<file path="src/rtl/crc_frame_ctrl.sv">
// crc_frame_ctrl: frame sequencer for an external bit-serial CRC datapath.
// Accepts bytes on a valid/ready port, issues one load per frame and eight
// MSB-first shift commands per byte, then captures and holds the final CRC
// and frame length until the consumer takes them.
module crc_frame_ctrl #(
    parameter int unsigned   N       = 8,
    parameter logic [N-1:0]  POLY    = N'(8'h07),
    parameter logic [N-1:0]  INIT    = '0,
    parameter logic [N-1:0]  XOR_OUT = '0
) (
    input  logic          clk_i,
    input  logic          rst_i,
    input  logic [7:0]    in_data_i,
    input  logic          in_valid_i,
    input  logic          in_last_i,
    output logic          in_ready_o,
    input  logic          abort_i,
    output logic          lfsr_load_o,
    output logic          lfsr_shift_o,
    output logic          lfsr_data_o,
    output logic [N-1:0]  lfsr_taps_o,
    output logic [N-1:0]  lfsr_init_o,
    input  logic [N-1:0]  lfsr_value_i,
    output logic [N-1:0]  crc_out_o,
    output logic [15:0]   frame_len_o,
    output logic          crc_valid_o,
    input  logic          crc_ready_i,
    output logic          busy_o
);

    localparam int unsigned BYTE_W = 8;
    localparam int unsigned CNT_W  = 3;
    localparam int unsigned LEN_W  = 16;
    localparam logic [LEN_W-1:0] LEN_MAX = '1;

    typedef enum logic [2:0] {
        ST_IDLE    = 3'd0,
        ST_LOAD    = 3'd1,
        ST_SHIFT   = 3'd2,
        ST_NEXT    = 3'd3,
        ST_CAPTURE = 3'd4,
        ST_OUT     = 3'd5
    } state_e;

    state_e              state_q, state_d;
    logic [CNT_W-1:0]    cnt_q, cnt_d;
    logic [BYTE_W-1:0]   byte_q, byte_d;
    logic                last_q, last_d;
    logic [LEN_W-1:0]    len_q, len_d;
    logic [N-1:0]        crc_q, crc_d;
    logic [LEN_W-1:0]    flen_q, flen_d;

    logic                in_ready_q, in_ready_d;
    logic                load_q, load_d;
    logic                shift_q, shift_d;
    logic                data_q, data_d;
    logic                valid_q, valid_d;
    logic                busy_q, busy_d;

    logic                accept;

    // The datapath configuration is fixed by parameters.
    assign lfsr_taps_o = POLY;
    assign lfsr_init_o = INIT;

    assign in_ready_o   = in_ready_q;
    assign lfsr_load_o  = load_q;
    assign lfsr_shift_o = shift_q;
    assign lfsr_data_o  = data_q;
    assign crc_out_o    = crc_q;
    assign frame_len_o  = flen_q;
    assign crc_valid_o  = valid_q;
    assign busy_o       = busy_q;

    // Next-state, datapath-register and next-output decode.
    always_comb begin
        state_d = state_q;
        cnt_d   = cnt_q;
        byte_d  = byte_q;
        last_d  = last_q;
        len_d   = len_q;
        crc_d   = crc_q;
        flen_d  = flen_q;

        accept = in_valid_i & ~abort_i &
                 ((state_q == ST_IDLE) || (state_q == ST_NEXT));

        if (abort_i && (state_q != ST_IDLE)) begin
            // Abort drops the frame (and any pending result) without side effects.
            state_d = ST_IDLE;
        end else begin
            case (state_q)
                ST_IDLE: begin
                    if (accept) begin
                        state_d = ST_LOAD;
                        byte_d  = in_data_i;
                        last_d  = in_last_i;
                        len_d   = LEN_W'(1);
                        cnt_d   = '0;
                    end
                end
                ST_LOAD: begin
                    state_d = ST_SHIFT;
                    cnt_d   = '0;
                end
                ST_SHIFT: begin
                    cnt_d = cnt_q + CNT_W'(1);
                    if (cnt_q == CNT_W'(7)) begin
                        state_d = last_q ? ST_CAPTURE : ST_NEXT;
                    end
                end
                ST_NEXT: begin
                    if (accept) begin
                        state_d = ST_SHIFT;
                        byte_d  = in_data_i;
                        last_d  = in_last_i;
                        cnt_d   = '0;
                        len_d   = (len_q == LEN_MAX) ? len_q : len_q + LEN_W'(1);
                    end
                end
                ST_CAPTURE: begin
                    state_d = ST_OUT;
                    crc_d   = lfsr_value_i ^ XOR_OUT;
                    flen_d  = len_q;
                end
                ST_OUT: begin
                    if (crc_ready_i) begin
                        state_d = ST_IDLE;
                    end
                end
                default: begin
                    state_d = ST_IDLE;
                end
            endcase
        end

        // Outputs are decoded from the upcoming state so they register with it.
        in_ready_d = (state_d == ST_IDLE) || (state_d == ST_NEXT);
        load_d     = (state_d == ST_LOAD);
        shift_d    = (state_d == ST_SHIFT);
        data_d     = shift_d ? byte_d[CNT_W'(7) - cnt_d] : 1'b0;
        valid_d    = (state_d == ST_OUT);
        busy_d     = (state_d != ST_IDLE);
    end

    // State, frame registers and registered outputs.
    always_ff @(posedge clk_i) begin
        if (rst_i) begin
            state_q    <= ST_IDLE;
            cnt_q      <= '0;
            byte_q     <= '0;
            last_q     <= 1'b0;
            len_q      <= '0;
            crc_q      <= '0;
            flen_q     <= '0;
            in_ready_q <= 1'b1;
            load_q     <= 1'b0;
            shift_q    <= 1'b0;
            data_q     <= 1'b0;
            valid_q    <= 1'b0;
            busy_q     <= 1'b0;
        end else begin
            state_q    <= state_d;
            cnt_q      <= cnt_d;
            byte_q     <= byte_d;
            last_q     <= last_d;
            len_q      <= len_d;
            crc_q      <= crc_d;
            flen_q     <= flen_d;
            in_ready_q <= in_ready_d;
            load_q     <= load_d;
            shift_q    <= shift_d;
            data_q     <= data_d;
            valid_q    <= valid_d;
            busy_q     <= busy_d;
        end
    end

endmodule

</file>
<file path="config.mk">
export PLATFORM = sky130hd
export DESIGN_NAME = crc_frame_ctrl
export DESIGN_NICKNAME = d
export VERILOG_FILES = /design/src/rtl/crc_frame_ctrl.sv
export SDC_FILE = /design/constraint.sdc
export NUM_CORES = 1
export LEC_CHECK = 0
export CORE_ASPECT_RATIO = 1.75
export CORE_UTILIZATION = 45
export DETAILED_ROUTE_END_ITERATION = 8
export DONT_BUFFER_PORTS = 1
export GPL_TIMING_DRIVEN = 0
export HOLD_SLACK_MARGIN = 0.1
export PLACE_DENSITY = 0.63
export SKIP_CTS_REPAIR_TIMING = 1
export SLEW_MARGIN = 10
export SYNTH_ARGS = -nofsm -noshare
export SYNTH_HDL_FRONTEND = slang
export SYNTH_SLANG_ARGS = --single-unit
</file>
<file path="constraint.sdc">
create_clock -name clk_i -period 2.1 [get_ports clk_i]
set_clock_uncertainty 0.15 [all_clocks]
set_input_delay 0.105 -clock clk_i [delete_from_list [all_inputs] [get_ports clk_i]]
set_output_delay 0.105 -clock clk_i [all_outputs]
set_load 0.01 [all_outputs]
</file>
== Word-level counts from Yosys, hierarchy flattened ==
Index checks and enable logic that the tools add are counted.

* Logic and storage cells: 68
* Output and inout port bits: 46
* Register bits after elaboration: 61

* Add/subtract/negate cells: 3
* $lt $le $gt $ge: 1
* Eq/ne operators: 14
* Reductions and logical operators: 13
* Mux-type cells: 19
* Bitwise logic cells: 5

{| class="wikitable"
|+ Operators by type and width
! cell !! count
|-
| 16-bit 2-to-1 mux || 3
|-
| 16-bit case mux with 2 select lines || 1
|-
| 3-bit 2-to-1 mux || 8
|-
| 8-bit 2-to-1 mux || 3
|-
| 3-bit case mux with 6 select lines || 1
|-
| 16-bit by 1-bit adder with 16-bit output (second input constant) || 1
|-
| 16-bit equality test (second input constant) || 1
|-
| 3-bit by 2-bit equality test with 1-bit output (second input constant) || 4
|-
| 3-bit equality test (second input constant) || 4
|-
| 3-bit case mux with 3 select lines || 1
|-
| 3-bit by 1-bit equality test with 1-bit output (second input constant) || 2
|-
| 3-bit logical NOT || 2
|-
| 2-bit != test (second input constant) || 3
|-
| 3-bit nonzero test || 2
|-
| 5-bit AND reduction || 1
|-
| 3-bit by 4-bit < comparator with 1-bit output (second input constant) || 1
|-
| 2-bit OR reduction || 2
|-
| 3-bit by 1-bit adder with 3-bit output (second input constant) || 1
|-
| 1-bit binary-select mux with 3-bit select || 1
|-
| 1-bit inverter || 3
|-
| 3-bit AND reduction || 1
|-
| 3-bit subtractor (first input constant) || 1
|-
| 1-bit bitwise AND || 2
|-
| 1-bit logical OR || 2
|-
| other kinds (4) || 4
|}

== Depth between registers and ports, before layout ==
* Depth in word-level cells: 9
* Gate-level depth with buffers: 8

== Worst setup path after synthesis ==
OpenSTA, ideal clock, no wires.

* Path kind: register -> register
* Start: register cnt_q[0]
* End: register data_q (netlist: lfsr_data_o)
* Path buffers: 0
* Period minus slack after synthesis: 1.824 ns
* Cell stages (with the launch flop): 9
* Data arrival time: 1.616 ns
* Path slack: 0.276 ns
* Setup time: 0.058 ns
* Cell sequence: dfxtp_1 > ha_1 > ha_1 > nor3b_1 > o21ai_0 > a21oi_1 > nor3_1 > a21boi_1 > o211a_1

* Word-level cells in the longest chain between the ends: 7

{| class="wikitable"
|+ Ends and longest elaborated chain
! what !! line !! RTL
|-
| start, declared || 46 || <nowiki>logic [CNT_W-1:0] cnt_q, cnt_d;</nowiki>
|-
| start signal, assigned || 164 || <nowiki>cnt_q <= cnt_d;</nowiki>
|-
| branches (longest 7 deep; another with 3-bit by 1-bit adder with 3-bit output) || - ||
|-
| end signal, assigned || 173 || <nowiki>data_q <= data_d;</nowiki>
|-
| end, declared || 56 || <nowiki>logic data_q, data_d;</nowiki>
|}

Parallel ways; which one is timed is not known. The select of a mux whose other input is x is not followed.
A chain may end at the register's enable or synchronous reset.

== Worst setup path after layout ==
* Start: register state_q[2]
* End: register len_q[9]

* Word-level cells in the longest chain between the ends: 5

{| class="wikitable"
|+ Ends and longest elaborated chain
! what !! line !! RTL
|-
| start, declared || 45 || <nowiki>state_e state_q, state_d;</nowiki>
|-
| start signal, assigned || 163 || <nowiki>state_q <= state_d;</nowiki>
|-
| 3-bit by 2-bit equality test with 1-bit output or 3-bit logical NOT (tied branches) || 86, 92 ||
|-
| 1-bit logical OR || 86 || <nowiki>((state_q == ST_IDLE) || (state_q == ST_NEXT));</nowiki>
|-
| 1-bit bitwise AND || 85 || <nowiki>accept = in_valid_i & ~abort_i &</nowiki>
|-
| 2-bit != test (no source line) || - ||
|-
| 5-bit AND reduction (no source line) || - ||
|-
| end signal, assigned || 167 || <nowiki>len_q <= len_d;</nowiki>
|-
| end, declared || 49 || <nowiki>logic [LEN_W-1:0] len_q, len_d;</nowiki>
|}

Parallel ways exist; a longest one is shown, timed or not.

==> impl_metrics.ini <==
[status]
status = complete, no violations

[grt]
busiest_layer = met2
grt_pass1_vias = 1994
antenna_found_initial = 0
met1_usage = 0.201
grtUsageMet3 = 0.0746
track_usage = 0.198
grt_start_max_net_pins = 11
grtUsageMet2 = 0.338
grt_pass1_wl_um = 9140
globalRouteOverflowTotal = 0

[worst_setup_path]
reg2reg_to = len_q[9]$_SDFFE_PP0P_
cp_cell_sequence = buf_2 -> nor3_2 -> nor4_4 -> a211o_1 -> or3_1 -> a21oi_1
cp-end-kind = register
cp_max_fo = 9
start_kind = register
criticalPathCategory = register to register
r2r_setup_slack_ns = 0.09
max_stage_delay_ns = 0.41
timing.rr.start = state_q[2]$_SDFF_PP0_
crit_slowest_cell = a211o_1
crit_arrival_ns = 2.15
rr_worst_depth = 6
cp.required_ns = 2.23

[sta]
fmax_mhz = 497
slew_headroom = 0.666
drv_slew = 0
fin_crit_sh = 0.958
setup_ws_ns = 0.0883
hold_slack_ns = 0.130
rsz0062_at_grt = yes
hold_violations = 0
finalSetupTns_ns = 0
setup_violations = 0
finalCriticalPeriod_ns = 2.01
worst_pin_slew_ns = 0.501

[detailed_routing]
initialDrtViolationCount = 124
via_per_inst = 4.93
wl_um = 5980
drtPass1Iterations = 5
ant_nets = 0
num_vias = 2227
wl_per_cell_um = 13.2
drc_errors = 0

[finish]
n_fill_cell = 507
mostFrequentLayoutCells = nand2_1, dfxtp_1, a21oi_1
areaGrowthSynthToFinish_pct = 23.0
layout_commonest_cell = nand2_1
nets = 396
drive_above_1_share = 0.141
utilization = 0.583
diodes = 0

[clock_network]
clkSinkCount = 61
cts_buffer_depth = 2
clock_latency_ns = 0.35
root_buffer = clkbuf_8
cts_max_level = 3
clkTransAtPathRegs_ns = 0.07
cts_tree = done
cts_buffers = 9

[worst_hold_path]
holdPathEnd = len_q[13]$_SDFFE_PP0P_
hold_depth = 4
hold_class = input port to register
min_from = in_valid_i

[synthesis]
synth-edff-count = 0
synthMuxAreaShare = 0.0188
synth_xor_area_frac = 0.0323
synth_fa_ha_area_frac = 0.0141
synth_flop_cell = dfxtp_1
synth_top_family_by_area = simple AND/OR/NAND/NOR gates
synth_compound_area_frac = 0.149
yosysWarnings = 0
ys_seq_area_frac = 0.458
synth_seq_cells = 61
synthesis.instances = 325
synth_cell_types = 43
avgSynthCellArea_um2 = 8.21
synthSimpleGateAreaFrac = 0.240
synthArstFlopShare = 0
syn_area_mm2 = 0.00267

[run]
cap_violations = 0

[pwr]
p_per_area_mw_per_mm2 = 768
ir_drop_mv = 0.415
power_leakage_uw = 0.00129

[floorplanning]
core.rowCount = 36
coreArea_mm2 = 0.00563
dieHeight_um = 104
io_pins = 68
start_util = 0.474
die_area_mm2 = 0.00625
die_w_um = 60.2

[placement]
place_congestion = 0.780
dp_hpwl_um = 4110
io_buffers = 0
post-place-ws_ns = -0.0298
cells by family (layout without fill, tap and decap cells):
kind of cell,Yosys count,in the layout
AND/OR/NAND/NOR,143,143
AO/OA/AOI/OAI,63,63
flip-flops,61,61
buffers and inverters,39,76
XOR/XNOR,9,9
multiplexers,5,5
adder cells (fa/ha/maj),3,3
other,2,16
power by group:
group          total [uW]  switching [uW]  internal [uW]
registers            1180            11.6           1170
logic                 168            89.4           79.1
clock network        1170             442            729
total                2520             543           1980
metal layers:
metal / wire (um) / vias to the layer above
met4: 121 / 0
met5: 0 / -
li1: - / 1142
met2: 3270 / 50
met1: 2340 / 1024
met3: 258 / 11
worst max-delay path by stage:
stage	from	endpoint	slack, ns
after floorplan	cnt_q[0]$_SDFF_PP0_	lfsr_data_o$_SDFF_PP0_	0.28
after global placement	cnt_q[0]$_SDFF_PP0_	lfsr_data_o$_SDFF_PP0_	-0.04
after detailed placement	cnt_q[0]$_SDFF_PP0_	lfsr_data_o$_SDFF_PP0_	-0.03
after CTS	cnt_q[0]$_SDFF_PP0_	lfsr_data_o$_SDFF_PP0_	-0.05
after global routing	cnt_q[0]$_SDFF_PP0_	lfsr_data_o$_SDFF_PP0_	-0.06
final	state_q[2]$_SDFF_PP0_	len_q[9]$_SDFFE_PP0P_	0.09
cell type report:
class / instances / area, um2 / share of cell area
Multi-Input combinational cell: 239 / 1300 / 0.395
Clock inverter: 4 / 70.1 / 0.0213
Clock buffer: 12 / 155 / 0.0473
Sequential cell: 61 / 1220 / 0.372
Buffer: 33 / 205 / 0.0625
Inverter: 5 / 18.8 / 0.00572
Timing Repair Buffer: 22 / 220 / 0.0671
Tap cell: 76 / 95.1 / 0.0290
cells in the mapped netlist, drive strengths merged (6+ instances only):
| cell type | count | area (um2) |
|---|---|---|
| a21oi | 39 | 199 |
| buf | 25 | 175 |
| clkbuf | 9 | 33.8 |
| dfxtp | 61 | 1220 |
| nand2 | 73 | 274 |
| nand3 | 11 | 55.1 |
| nor2 | 30 | 118 |
| nor2b | 6 | 40.0 |
| nor3 | 6 | 40.0 |
| xor2 | 6 | 52.6 |
worst max-delay path: cells and delay by family (launching register included):
| kind | cells | cell delay, ns |
|---|---|---|
| DFF | 1 | 0.29 |
| buffers and inverters | 1 | 0.17 |
| AOI/OAI and AO/OA | 2 | 0.55 |
| and+or+nand+nor | 3 | 0.79 |
registers in the layout (all words and copies together) (netlist names):
| name | cells |
|---|---|
| in_ready_o | 1 |
| lfsr_load_o | 1 |
| cnt_q | 3 |
| crc_out_o | 8 |
| state_q | 3 |
| last_q | 1 |
| len_q | 16 |
| byte_q | 8 |
| lfsr_shift_o | 1 |
| busy_o | 1 |
| crc_valid_o | 1 |
| frame_len_o | 16 |
| lfsr_data_o | 1 |
stage by stage:
step | total power, uW | std cells | area, um2
floorplan | 1310 | 339 | 2720
global placement | 1340 | 415 | 2820
detailed placement | 1340 | 415 | 2820
CTS | 2510 | 431 | 3040
global route | 2620 | 452 | 3280
finish | 2520 | 452 | 3280
Power figures use the tool's default switching activity.
